**src/rtl/cats_led_arbiter.sv**
```systemverilog
// Round-robin arbiter sharing the 8 "cats" LEDs between NUM_SRC pattern sources,
// with a blank gap between owners and player lock/skip controls.
module cats_led_arbiter #(
    parameter int CLK_FREQ    = 48_000_000,
    parameter int NUM_SRC     = 4,
    parameter int SLICE_TICKS = CLK_FREQ / 2,
    parameter int GAP_TICKS   = CLK_FREQ / 50
) (
    input  logic                       clk,
    input  logic                       rst_n,
    input  logic [NUM_SRC-1:0]         req,
    input  logic [8*NUM_SRC-1:0]       pattern_in,
    input  logic                       lock,
    input  logic                       btn_next,
    output logic [7:0]                 cats,
    output logic [NUM_SRC-1:0]         grant,
    output logic [$clog2(NUM_SRC)-1:0] owner,
    output logic                       owner_valid
);

    localparam int OW       = $clog2(NUM_SRC);
    localparam int MAX_TICK = (SLICE_TICKS > GAP_TICKS) ? SLICE_TICKS : GAP_TICKS;
    localparam int CW       = $clog2(MAX_TICK + 1);

    typedef enum logic [1:0] {IDLE, SCAN, SHOW, GAP} state_t;

    state_t              state;
    state_t              next_state;
    logic [CW-1:0]       slice_cnt;
    logic [CW-1:0]       gap_cnt;
    logic                slice_end;
    logic                gap_end;
    logic                others_req;
    logic                scan_found;
    logic [OW-1:0]       scan_idx;
    logic [OW-1:0]       cand_idx;
    int                  cand;
    logic [OW-1:0]       owner_next;
    logic [NUM_SRC-1:0]  owner_oh;
    logic [7:0]          cats_d;
    logic [NUM_SRC-1:0]  grant_d;
    logic                valid_d;

    assign slice_end  = (slice_cnt == CW'(SLICE_TICKS - 1));
    assign gap_end    = (gap_cnt == CW'(GAP_TICKS - 1));
    assign owner_oh   = NUM_SRC'(1) << owner;
    assign others_req = |(req & ~owner_oh);

    // Walk candidates from furthest to nearest so the nearest requester after the owner wins;
    // the current owner itself is considered last.
    always_comb begin
        scan_found = 1'b0;
        scan_idx   = owner;
        cand       = 0;
        cand_idx   = '0;
        for (int k = NUM_SRC; k >= 1; k--) begin
            cand = int'(owner) + k;
            if (cand >= NUM_SRC) begin
                cand = cand - NUM_SRC;
            end
            cand_idx = OW'(cand);
            if (req[cand_idx]) begin
                scan_found = 1'b1;
                scan_idx   = cand_idx;
            end
        end
    end

    always_ff @(posedge clk) begin
        if (!rst_n) begin
            state <= IDLE;
        end else begin
            state <= next_state;
        end
    end

    always_comb begin
        next_state = state;
        case (state)
            IDLE: if (|req) next_state = SCAN;
            SCAN: next_state = scan_found ? SHOW : IDLE;
            SHOW: begin
                if (!req[owner] || btn_next || (slice_end && !lock && others_req)) begin
                    next_state = GAP;
                end
            end
            GAP:  if (gap_end) next_state = SCAN;
            default: next_state = IDLE;
        endcase
    end

    // Output values are computed for the state being entered, then registered,
    // so grant and cats appear on the same edge that enters SHOW.
    always_comb begin
        owner_next = (state == SCAN && scan_found) ? scan_idx : owner;
        valid_d    = (next_state == SHOW);
        cats_d     = 8'h00;
        grant_d    = '0;
        if (valid_d) begin
            grant_d = NUM_SRC'(1) << owner_next;
            for (int i = 0; i < NUM_SRC; i++) begin
                if (owner_next == OW'(i)) begin
                    cats_d = pattern_in[8*i +: 8];
                end
            end
        end
    end

    always_ff @(posedge clk) begin
        if (!rst_n) begin
            cats        <= 8'h00;
            grant       <= '0;
            owner_valid <= 1'b0;
            owner       <= OW'(NUM_SRC - 1);
            slice_cnt   <= '0;
            gap_cnt     <= '0;
        end else begin
            cats        <= cats_d;
            grant       <= grant_d;
            owner_valid <= valid_d;
            owner       <= owner_next;
            slice_cnt   <= (state == SHOW && next_state == SHOW && !slice_end) ?
                           slice_cnt + CW'(1) : '0;
            gap_cnt     <= (state == GAP && next_state == GAP) ? gap_cnt + CW'(1) : '0;
        end
    end

endmodule

```
**config.mk**
```make
export PLATFORM = sky130hd
export DESIGN_NAME = cats_led_arbiter
export DESIGN_NICKNAME = d
export VERILOG_FILES = /design/src/rtl/cats_led_arbiter.sv
export SDC_FILE = /design/constraint.sdc
export NUM_CORES = 1
export LEC_CHECK = 0
export BUFFER_PORTS_ARGS = -buffer_cell sky130_fd_sc_hd__buf_2
export CAP_MARGIN = 20
export CORE_ASPECT_RATIO = 0.75
export CORE_UTILIZATION = 45
export DETAILED_ROUTE_END_ITERATION = 7
export GPL_TIMING_DRIVEN = 0
export PLACE_DENSITY_LB_ADDON = 0.25
export SLEW_MARGIN = 5
export SYNTH_ARGS = -nofsm -noshare
export SYNTH_HDL_FRONTEND = slang
export SYNTH_SLANG_ARGS = --single-unit
```
**constraint.sdc**
```tcl
create_clock -name clk -period 4.35 [get_ports clk]
set_input_delay 0.435 -clock clk [delete_from_list [all_inputs] [get_ports clk]]
set_output_delay 0.435 -clock clk [all_outputs]
set_load 0.02 [all_outputs]
```
==> flow_summary_export.csv <==
group,metric,value,unit
outcome,status,"complete, no violations",
setup_path,cp.required,4.61,ns
final_layout,fillCellCount,776,
clocking,clockBufferDepth,2,
power,p_clk_frac,0.355,
yosys,syn_inst,450,
setup_path,cp_max_fo,11,
setup_path,arrival,4.34,ns
place,place.gp.congestion,0.904,
yosys,yosys.area.top_type,"dfxtp_1",
timing,slew_viol_final,0,
floorplan,dieArea,8550,sq um
place,io_buffers,53,
floorplan,fp.dieH,80.3,um
setup_path,cp-end-kind,"flop",
power,p_sw_frac,0.313,
power,power_frac_comb,0.248,
clocking,clock_tree.htree_level_count,3,
routing,vias,3532,
yosys,ys_types,52,
yosys,syn_area_per_cell,8.18,sq um
clocking,cts_root_buf,"clkbuf_8",
timing,final-setup-viol-count,0,
final_layout,fin_util,0.543,
yosys,yosysSeqAreaShare,0.365,
final_layout,area_growth,16.8,%
global_routing,grt_pass1_wl,15100,um
power,power.switching,505,uW
power,p_leak,1.74,nW
final_layout,most-common-layout-cells,"dfxtp_1, nor2_1, buf_2",
final_layout,register_area,1340,sq um
power,power_density,375,nW/um^2
routing,vias_per_cell,5.66,
timing,clock-skew-final,0.0113,ns
yosys,syn_nets,496,
timing,rsz0062_at_grt,"false",
timing,finalCriticalPeriod,4.08,ns
global_routing,antenna_found_initial,0,
global_routing,track_usage,0.222,
routing,wl_per_cell,14.8,um
routing,drt_pre_antenna_iters,5,
yosys,synth-seq-cells,67,
timing,fmax,245,MHz
routing,drc,0,
yosys,yosys_warnings,0,
clocking,path_clk_slew,0.07,ns
timing,min_period_over_period,0.938,
clocking,clock_sinks,67,
routing,first_iter_violations,191,
power,ir_drop,0.205,mV
clocking,cts_buffers,9,
yosys,synth_top_area_share,0.365,
routing,postRouteAntennaNets,0,
floorplan,core_area,7920,sq um
setup_path,critPathKind,"reg -> reg",
final_layout,multiInputGateArea,2160,sq um
clocking,cts_tree,"done",
global_routing,grt_overflow,0,
clocking,post_cts_buffers,0,
worst_hold_path,hold_class,"in -> reg",
yosys,synth_area_leaders,"dfxtp_1, xor2_1, nor2_1, nand2_1, and3_1",
timing,worstMarginPinSlew,0.997,ns
power,pwr-share-seq,0.397,
final_layout,n_antenna_cell,0,
yosys,synthesis.area,3680,sq um
final_layout,drive_above_1_share,0.175,
global_routing,grt_pass1_vias,3239,
floorplan,ios,55,
place,dpl.hpwl,6690,um
timing,slew_headroom,0.330,
timing,hold_violations,0,
final_layout,mostFrequentLayoutCell,"dfxtp_1",
clocking,clock_latency,0.34,ns
setup_path,startpoint_type,"flop",
floorplan,start_util,0.465,
yosys,synth-main-ff-cell,"dfxtp_1",
routing,wl,9230,um
final_layout,fin_nets,560,
yosys,synth-edff-count,0,
run,max_cap_viol_count,0,
floorplan,rows,28,
timing,final.setup.tns,0,ns
global_routing,grt_max_degree,13,
floorplan,fp.dieW,106,um
yosys,async_flop_share,0,
power,intPower,1.11,mW
-- through the flow --
| step | total power, mW | hold slack [ns] | area (sq um) | std cells | worst slack, ns |
|---|---|---|---|---|---|
| 5_1_grt | 1.68 | 0.289 | 4300 | 624 | 0.0360 |
| 3_5_place_dp | 1.04 | 0.483 | 4080 | 608 | 0.346 |
| 3_3_place_gp | 1.03 | 0.477 | 4080 | 608 | 0.417 |
| 4_1_cts | 1.61 | 0.296 | 4290 | 624 | 0.289 |
| 6_report | 1.61 | 0.311 | 4300 | 624 | 0.271 |
| 2_1_floorplan | 0.929 | 0.442 | 3680 | 450 | 0.974 |
-- critical path, cell delays in order, from the launching register on --
cell      delay (ns)
dfxtp_1         0.40
clkbuf_1        0.33
clkbuf_1        0.42
inv_1           0.19
clkbuf_1        0.31
ha_1            0.52
nand2b_1        0.11
or3_1           0.37
and2_1          0.19
a31oi_2         0.48
o22ai_1         0.16
or4_1           0.43
o21ai_0         0.09
-- layer usage --
layer  share of wire  global-route usage
met1            0.48               0.300
met2            0.44               0.342
met5               0                   0
met3           0.066              0.0649
met4           0.013              0.0630
-- Yosys cell counts, types with 5 or more instances --
master    count
nand3_1      17
buf_4         5
nand4_1      12
xnor2_1      11
and3_1       28
nor2_1       63
dfxtp_1      67
nor4_1       10
inv_1        17
o21ai_0       5
o32ai_1       8
a21oi_1      19
a32o_1        7
ha_1          6
clkbuf_1      9
nand2_1      49
nor3_1       12
xor2_1       37
and4_1        6
a221o_1       7
-- registers in the layout (all words and copies together), names as in the netlist --
name / cells
owner: 2
cats: 8
state: 2
owner_valid: 1
gap_cnt: 25
grant: 4
slice_cnt: 25
-- what timing repair did --
| action | CTS | global route |
|---|---|---|
| resized for setup | 0 | 1 |
| hold buffers | 0 | 0 |
| setup endpoints to repair | 0 | 1 |
-- power by group through the flow --
stage	logic, mW	registers [mW]	clock network [mW]
final	0.400	0.639	0.571
after global routing	0.432	0.641	0.612
after CTS	0.391	0.639	0.582
after detailed placement	0.389	0.653	0
after global placement	0.378	0.653	0
after floorplan	0.261	0.667	0
-- path summary, 6_finish.rpt --
path / start / end / slack, ns / cells after the start
min: rst_n / owner[1] / 0.31 / 2
max reg2reg: owner[0] / cats[4] / 0.27 / 12
max: owner[0] / cats[4] / 0.27 / 12
min reg2reg: slice_cnt[0] / slice_cnt[0] / 0.50 / 1
-- cells by family after synthesis --
group,Yosys count,share of synthesized area
AOI/OAI and AO/OA,65,0.133
buffers and inverters,38,0.0493
xor gates and xnor gates,48,0.114
adders and majority gates,6,0.0204
DFF,67,0.365
and+or+nand+nor,223,0.307
muxes,3,0.0116
-- cell type report --
class / instances / share of cell area
buffer: 20 / 0.0265
clock buffer: 10 / 0.0297
clock inverter: 6 / 0.0210
inverter: 18 / 0.0157
multi-input combinational: 345 / 0.503
sequential: 67 / 0.312
tap: 105 / 0.0306
timing repair buffer: 53 / 0.0617
(Power assumes the default switching activity.)
